--- src/rtl/mem_wb_stage.sv ---
// RV32I memory-access stage and MEM/WB register: issues aligned loads/stores
// over a ready/ack port, extends load data and drives the register-file write port.
module mem_wb_stage #(
  parameter int ADDR_W = 32
) (
  input  logic              clk,
  input  logic              rst,
  input  logic              ex_valid,
  input  logic              ex_we,
  input  logic [4:0]        ex_waddr,
  input  logic [ADDR_W-1:0] ex_alu,
  input  logic              ex_ld,
  input  logic              ex_st,
  input  logic [2:0]        ex_funct3,
  input  logic [31:0]       ex_sdata,
  output logic              stall_req,
  output logic              mem_req,
  output logic              mem_wr,
  output logic [ADDR_W-1:0] mem_addr,
  output logic [31:0]       mem_wdata,
  output logic [3:0]        mem_wmask,
  input  logic [31:0]       mem_rdata,
  input  logic              mem_ack,
  output logic              wb_we,
  output logic [4:0]        wb_waddr,
  output logic [31:0]       wb_wdata,
  output logic              fault
);

  typedef enum logic {IDLE, BUSY} state_t;
  state_t state, state_nxt;

  logic       is_mem, mis, illegal, bad, go;
  logic [1:0] lane;
  logic [31:0] st_data;
  logic [3:0]  st_mask;

  // Load context captured at issue so the ack cycle does not depend on ex_*.
  logic       pend_ld, pend_we;
  logic [2:0] pend_f3;
  logic [1:0] pend_lane;
  logic [4:0] pend_waddr;
  logic [7:0]  ld_byte;
  logic [15:0] ld_half;
  logic [31:0] ld_data;

  assign lane   = ex_alu[1:0];
  assign is_mem = ex_ld | ex_st;

  always_comb begin
    mis = 1'b0;
    case (ex_funct3[1:0])
      2'b01:   mis = ex_alu[0];
      2'b10:   mis = |ex_alu[1:0];
      default: mis = 1'b0;
    endcase
    illegal = ex_ld ? (ex_funct3 == 3'b011 || ex_funct3[2:1] == 2'b11)
                    : (ex_funct3 > 3'b010);
    bad = mis | illegal;
  end

  assign go = (state == IDLE) && ex_valid && is_mem && !bad;

  always_comb begin
    st_data = ex_sdata;
    st_mask = 4'b1111;
    case (ex_funct3[1:0])
      2'b00: begin
        st_data = {4{ex_sdata[7:0]}};
        st_mask = 4'b0001 << lane;
      end
      2'b01: begin
        st_data = {2{ex_sdata[15:0]}};
        st_mask = 4'b0011 << lane;
      end
      default: begin
        st_data = ex_sdata;
        st_mask = 4'b1111;
      end
    endcase
  end

  always_comb begin
    ld_byte = mem_rdata[{pend_lane, 3'b000} +: 8];
    ld_half = mem_rdata[{pend_lane[1], 4'b0000} +: 16];
    case (pend_f3)
      3'b000:  ld_data = {{24{ld_byte[7]}}, ld_byte};
      3'b100:  ld_data = {24'h0, ld_byte};
      3'b001:  ld_data = {{16{ld_half[15]}}, ld_half};
      3'b101:  ld_data = {16'h0, ld_half};
      default: ld_data = mem_rdata;
    endcase
  end

  always_ff @(posedge clk) begin
    if (rst) state <= IDLE;
    else     state <= state_nxt;
  end

  always_comb begin
    state_nxt = state;
    case (state)
      IDLE:    if (go) state_nxt = BUSY;
      BUSY:    if (mem_ack) state_nxt = IDLE;
      default: state_nxt = IDLE;
    endcase
  end

  // Upstream may advance in the ack cycle itself.
  always_comb begin
    stall_req = go || (state == BUSY && !mem_ack);
  end

  always_ff @(posedge clk) begin
    if (rst) begin
      mem_req    <= 1'b0;
      mem_wr     <= 1'b0;
      mem_addr   <= '0;
      mem_wdata  <= '0;
      mem_wmask  <= '0;
      wb_we      <= 1'b0;
      wb_waddr   <= '0;
      wb_wdata   <= '0;
      fault      <= 1'b0;
      pend_ld    <= 1'b0;
      pend_we    <= 1'b0;
      pend_f3    <= '0;
      pend_lane  <= '0;
      pend_waddr <= '0;
    end else begin
      wb_we <= 1'b0;
      fault <= 1'b0;
      case (state)
        IDLE: if (ex_valid) begin
          if (!is_mem) begin
            wb_we    <= ex_we;
            wb_waddr <= ex_waddr;
            wb_wdata <= 32'(ex_alu);
          end else if (bad) begin
            fault <= 1'b1;
          end else begin
            mem_req    <= 1'b1;
            mem_wr     <= ex_st;
            mem_addr   <= {ex_alu[ADDR_W-1:2], 2'b00};
            mem_wdata  <= st_data;
            mem_wmask  <= ex_st ? st_mask : 4'b0000;
            pend_ld    <= ex_ld;
            pend_we    <= ex_we;
            pend_f3    <= ex_funct3;
            pend_lane  <= lane;
            pend_waddr <= ex_waddr;
          end
        end
        BUSY: if (mem_ack) begin
          mem_req <= 1'b0;
          if (pend_ld) begin
            wb_we    <= pend_we;
            wb_waddr <= pend_waddr;
            wb_wdata <= ld_data;
          end
        end
        default: ;
      endcase
    end
  end

endmodule
--- config.mk ---
export PLATFORM = sky130hd
export DESIGN_NAME = mem_wb_stage
export DESIGN_NICKNAME = d
export VERILOG_FILES = /design/src/rtl/mem_wb_stage.sv
export SDC_FILE = /design/constraint.sdc
export NUM_CORES = 1
export LEC_CHECK = 0
export BUFFER_PORTS_ARGS = -buffer_cell sky130_fd_sc_hd__buf_4
export CORE_MARGIN = 4
export CORE_UTILIZATION = 40
export CTS_CLUSTER_DIAMETER = 80
export DETAILED_ROUTE_END_ITERATION = 6
export HOLD_SLACK_MARGIN = 0.12
export PLACE_DENSITY = 0.75
export SYNTH_ARGS = -nofsm -noshare
export SYNTH_HDL_FRONTEND = slang
export SYNTH_SLANG_ARGS = --single-unit
--- constraint.sdc ---
create_clock -name clk -period 2 [get_ports clk]
set_input_delay 0.3 -clock clk [delete_from_list [all_inputs] [get_ports clk]]
set_output_delay 0.3 -clock clk [all_outputs]
set_load 0.02 [all_outputs]
==> run summary <==
After synthesis, the largest family of logic cells by area is compound AO/OA/AOI/OAI gates. The post-synthesis compound-gate area fraction is 30.69%. Entering global routing, the biggest net connects 77 pins. The number of sinks handled by clock tree synthesis came out at 120. The async set-or-reset flop fraction in the synthesized netlist came out at 0%. The capture point of the critical path is stall_req. The depth of the worst register-to-register path came out at 4.

The post-synthesis area per instance came out at 7.939 um2. The final worst-path cycle share came out at 94.90%. The number of rows created at floorplan is 45. The worst setup path is launched from a primary input. The core area came out at 15200 um2. The detail-routed net length per standard cell is 18.84 um. The area growth from synthesis to layout is 41.72%. The H-tree depth is 4.

The share of the yosys chip area belonging to registers is 38.84%. In this run the clock root is driven by a sky130_fd_sc_hd__clkbuf_16. The fraction of layout cells with a size suffix above 1 came out at 32.39%. The remaining number of nets flagged by the antenna check after routing is 0. Input and output buffers added on the ports amount to 218.

The clock tree skew after final layout came out at 6.928 ps. The global-route wire length before repair came out at 34580 um. The post-detailed-placement half-perimeter wirelength came out at 15940 um.

The initial standard-cell utilization of the core is 40.68%. The finished layout holds 1179 standard cells, fillers aside. Yosys mapped the design onto 62 distinct sky130hd cell types. The maximum resistive drop on vdd came out at 0.0006356 V.

The floorplan die area is 17520 um2. Setup repair after global routing left no endpoint under its margin. The final max-slew violation count came out at 0. The worst pin sits at a relative slew slack of 57.02%. The setup-violating endpoint count in the final report is 0. The clock reaches the later pin of the worst-skew pair after 420 ps. The final critical path time including I/O delays and setup is 1898 ps. The die outline width is 132.3 um.

The worst setup slack for register-to-register paths is 150 ps. The final layout contains routed wiring with a total length of 22210 um. The count of routing violations after the opening detailed-route iteration is 715. The number of iterations in the first detailed-routing pass is 6. The post-CTS clock slew at the launch and capture registers of the worst setup and hold paths came out at 60 ps. In the layout the commonest cells are 257 x sky130_fd_sc_hd__buf_4, 131 x sky130_fd_sc_hd__a21oi_1, 119 x sky130_fd_sc_hd__dfxtp_1, 69 x sky130_fd_sc_hd__nand2_1, 65 x sky130_fd_sc_hd__o21ai_0. The I/O pin count came out at 221. The static leakage is 0.003498 uW. In this run the worst setup path begins at ex_funct3[1]. For the worst setup path, the data required time is 1700 ps. The floorplan die height is 132.3 um.

The worst register-to-register path begins at pend_lane[1]. The share of synthesized area spent on multiplexers came out at 3.824%. The weighted congestion at the end of routability-driven global placement is 0.9428. After global routing the overflow that remains totals 0. The CTS tree is built.

The global-route usage over all layers is 24.34%. The kind of end point of the critical path is an output port. The highest attainable clock frequency came out at 526.9 MHz. By startpoint and endpoint, the worst setup path is classified as in -> out. The transition time of the tightest slew-check pin came out at 641.8 ps. In the post-route analysis, the smallest setup slack over all paths is 102.0 ps.

The gate count of the mapped netlist came out at 779. The count of max-cap constraint violations is 0. The yosys synthesis warning count is 0. In the routed design, unresolved DRC markers number 0. The worst min-delay path class is in -> reg. The initial antenna violation count is 0. The via count of the first global-routing pass came to 6399.

The number of buffers created by CTS is 17. 0 antenna diodes ended up in the layout. The deepest clock path buffer count is 2. Leaving out fill and tap cells, the most frequent cell in the layout is sky130_fd_sc_hd__buf_4. The xor/xnor share of the synthesized area came out at 0%. Before CTS, the worst setup slack after placement is -14.94 ps. After layout, the design draws a total of 7467 uW. The number of synthesized register bits came out at 120. The area share of and/or/nand/nor cells after synthesis is 18.33%. For this run, the post-layout net count is 1094. After detailed routing, the number of vias per cell comes to 5.877.

The run finished with clean final reports. The number of flops mapped to enable cells by yosys is 0. The worst register-to-register path ends at wb_wdata[12]. Including well taps, the total number of placed cells is 1144. The final hold violation count came out at 0.

The most used flip-flop cell after synthesis is sky130_fd_sc_hd__dfxtp_1. Data on the critical path arrives at its endpoint at 1600 ps. The arithmetic-cell share of the synthesized area counting full adders, half adders and majority gates came out at 1.012%. In this run the worst path has a maximum fanout of 8. The synthesized netlist occupies a cell area of 6185 um2.

The cell area power density came out at 852.0 nW/um2. The via count came out at 6929.
-- layout make-up --
type,instances,area (um2)
Fill cell,1404,6437
Multi-Input combinational cell,569,3374
Sequential cell,120,2404
Timing Repair Buffer,264,2069
Clock buffer,18,439.2
Tap cell,188,235.2
Clock inverter,14,220.2
Inverter,6,22.52
-- kinds of logic after synthesis --
logic type | count (synthesis)
AOI/OAI and AO/OA | 314
and+or+nand+nor | 225
DFF | 120
buffers and inverters | 91
muxes | 23
adders and majority gates | 5
other | 1
-- synth_stat cells (6+ instances only) --
cell	number	area (um2)
sky130_fd_sc_hd__o311ai_1	6	52.55
sky130_fd_sc_hd__a211oi_1	33	247.7
sky130_fd_sc_hd__mux2i_1	18	180.2
sky130_fd_sc_hd__a21oi_1	131	655.6
sky130_fd_sc_hd__nand2b_1	6	37.54
sky130_fd_sc_hd__inv_1	6	22.52
sky130_fd_sc_hd__buf_2	18	90.09
sky130_fd_sc_hd__dfxtp_1	120	2402
sky130_fd_sc_hd__o311ai_0	12	105.1
sky130_fd_sc_hd__clkbuf_1	52	195.2
sky130_fd_sc_hd__nand4b_1	7	61.31
sky130_fd_sc_hd__a31oi_1	29	181.4
sky130_fd_sc_hd__nand3b_1	9	67.56
sky130_fd_sc_hd__nor2b_1	7	43.79
sky130_fd_sc_hd__nand2_1	71	266.5
sky130_fd_sc_hd__buf_4	6	45.04
sky130_fd_sc_hd__o221ai_1	9	78.83
sky130_fd_sc_hd__o21ai_0	65	325.3
sky130_fd_sc_hd__nor2_1	38	142.6
sky130_fd_sc_hd__nand3_1	61	305.3
-- metal layers --
metal,track usage (%),wire [um],vias to the layer above
met1,31.99,9204,3274
met5,0,0,-
met4,5.947,306,0
met3,7.977,2204,32
li1,-,-,3276
met2,38.85,10490,347
-- critical path: stages --
cell                       delay [ps]
sky130_fd_sc_hd__buf_4            130
sky130_fd_sc_hd__inv_1             90
sky130_fd_sc_hd__ha_1             200
sky130_fd_sc_hd__o211ai_1         280
sky130_fd_sc_hd__and4b_2          290
sky130_fd_sc_hd__nand2_2           80
sky130_fd_sc_hd__nand2_4           80
sky130_fd_sc_hd__buf_4            140
-- where the power goes --
part	switching, uW	internal [uW]
Combinational	842	608
Sequential	79.8	2520
Clock	1160	2250
-- how the worst min path moves through the flow --
stage | depth (start not counted) | start | end | slack [ps]
2_1_floorplan | 2 | pend_we | wb_we | 450
4_1_cts | 3 | ex_alu[10] | mem_addr[10] | 140
5_1_grt | 3 | ex_alu[13] | mem_addr[13] | 150
6_report | 3 | ex_waddr[3] | pend_waddr[3] | 150
3_5_place_dp | 2 | wb_wdata[8] | wb_wdata[8] | 450
3_3_place_gp | 2 | wb_wdata[27] | wb_wdata[27] | 440
-- stage by stage --
step | hold WS, ps | utilization (%) | cell area (um2) | setup TNS [ps]
floorplan | 447.2 | - | 6202 | 0
global placement | 444.1 | 53.06 | 8066 | 0
detailed placement | 450.5 | 53.06 | 8066 | -26.02
CTS | 140.2 | 57.42 | 8728 | 0
global route | 145.6 | 57.65 | 8765 | 0
finish | 147.2 | 57.65 | 8765 | 0
-- flip-flops by register name, indices dropped and copies added, names as in the netlist, 2 cells and up --
| name | count |
|---|---|
| wb_waddr | 5 |
| mem_addr | 30 |
| pend_waddr | 5 |
| pend_lane | 2 |
| mem_wdata | 32 |
| pend_f3 | 3 |
| wb_wdata | 32 |
| mem_wmask | 4 |
-- what timing repair did --
action / CTS / global route
resized for setup: 1 / 2
hold buffers: 0 / 0
pin swaps: 0 / 3
endpoints found under the setup margin: 1 / 20
setup buffers: 0 / 3
No activity file was read; power rests on OpenSTA's default activity.
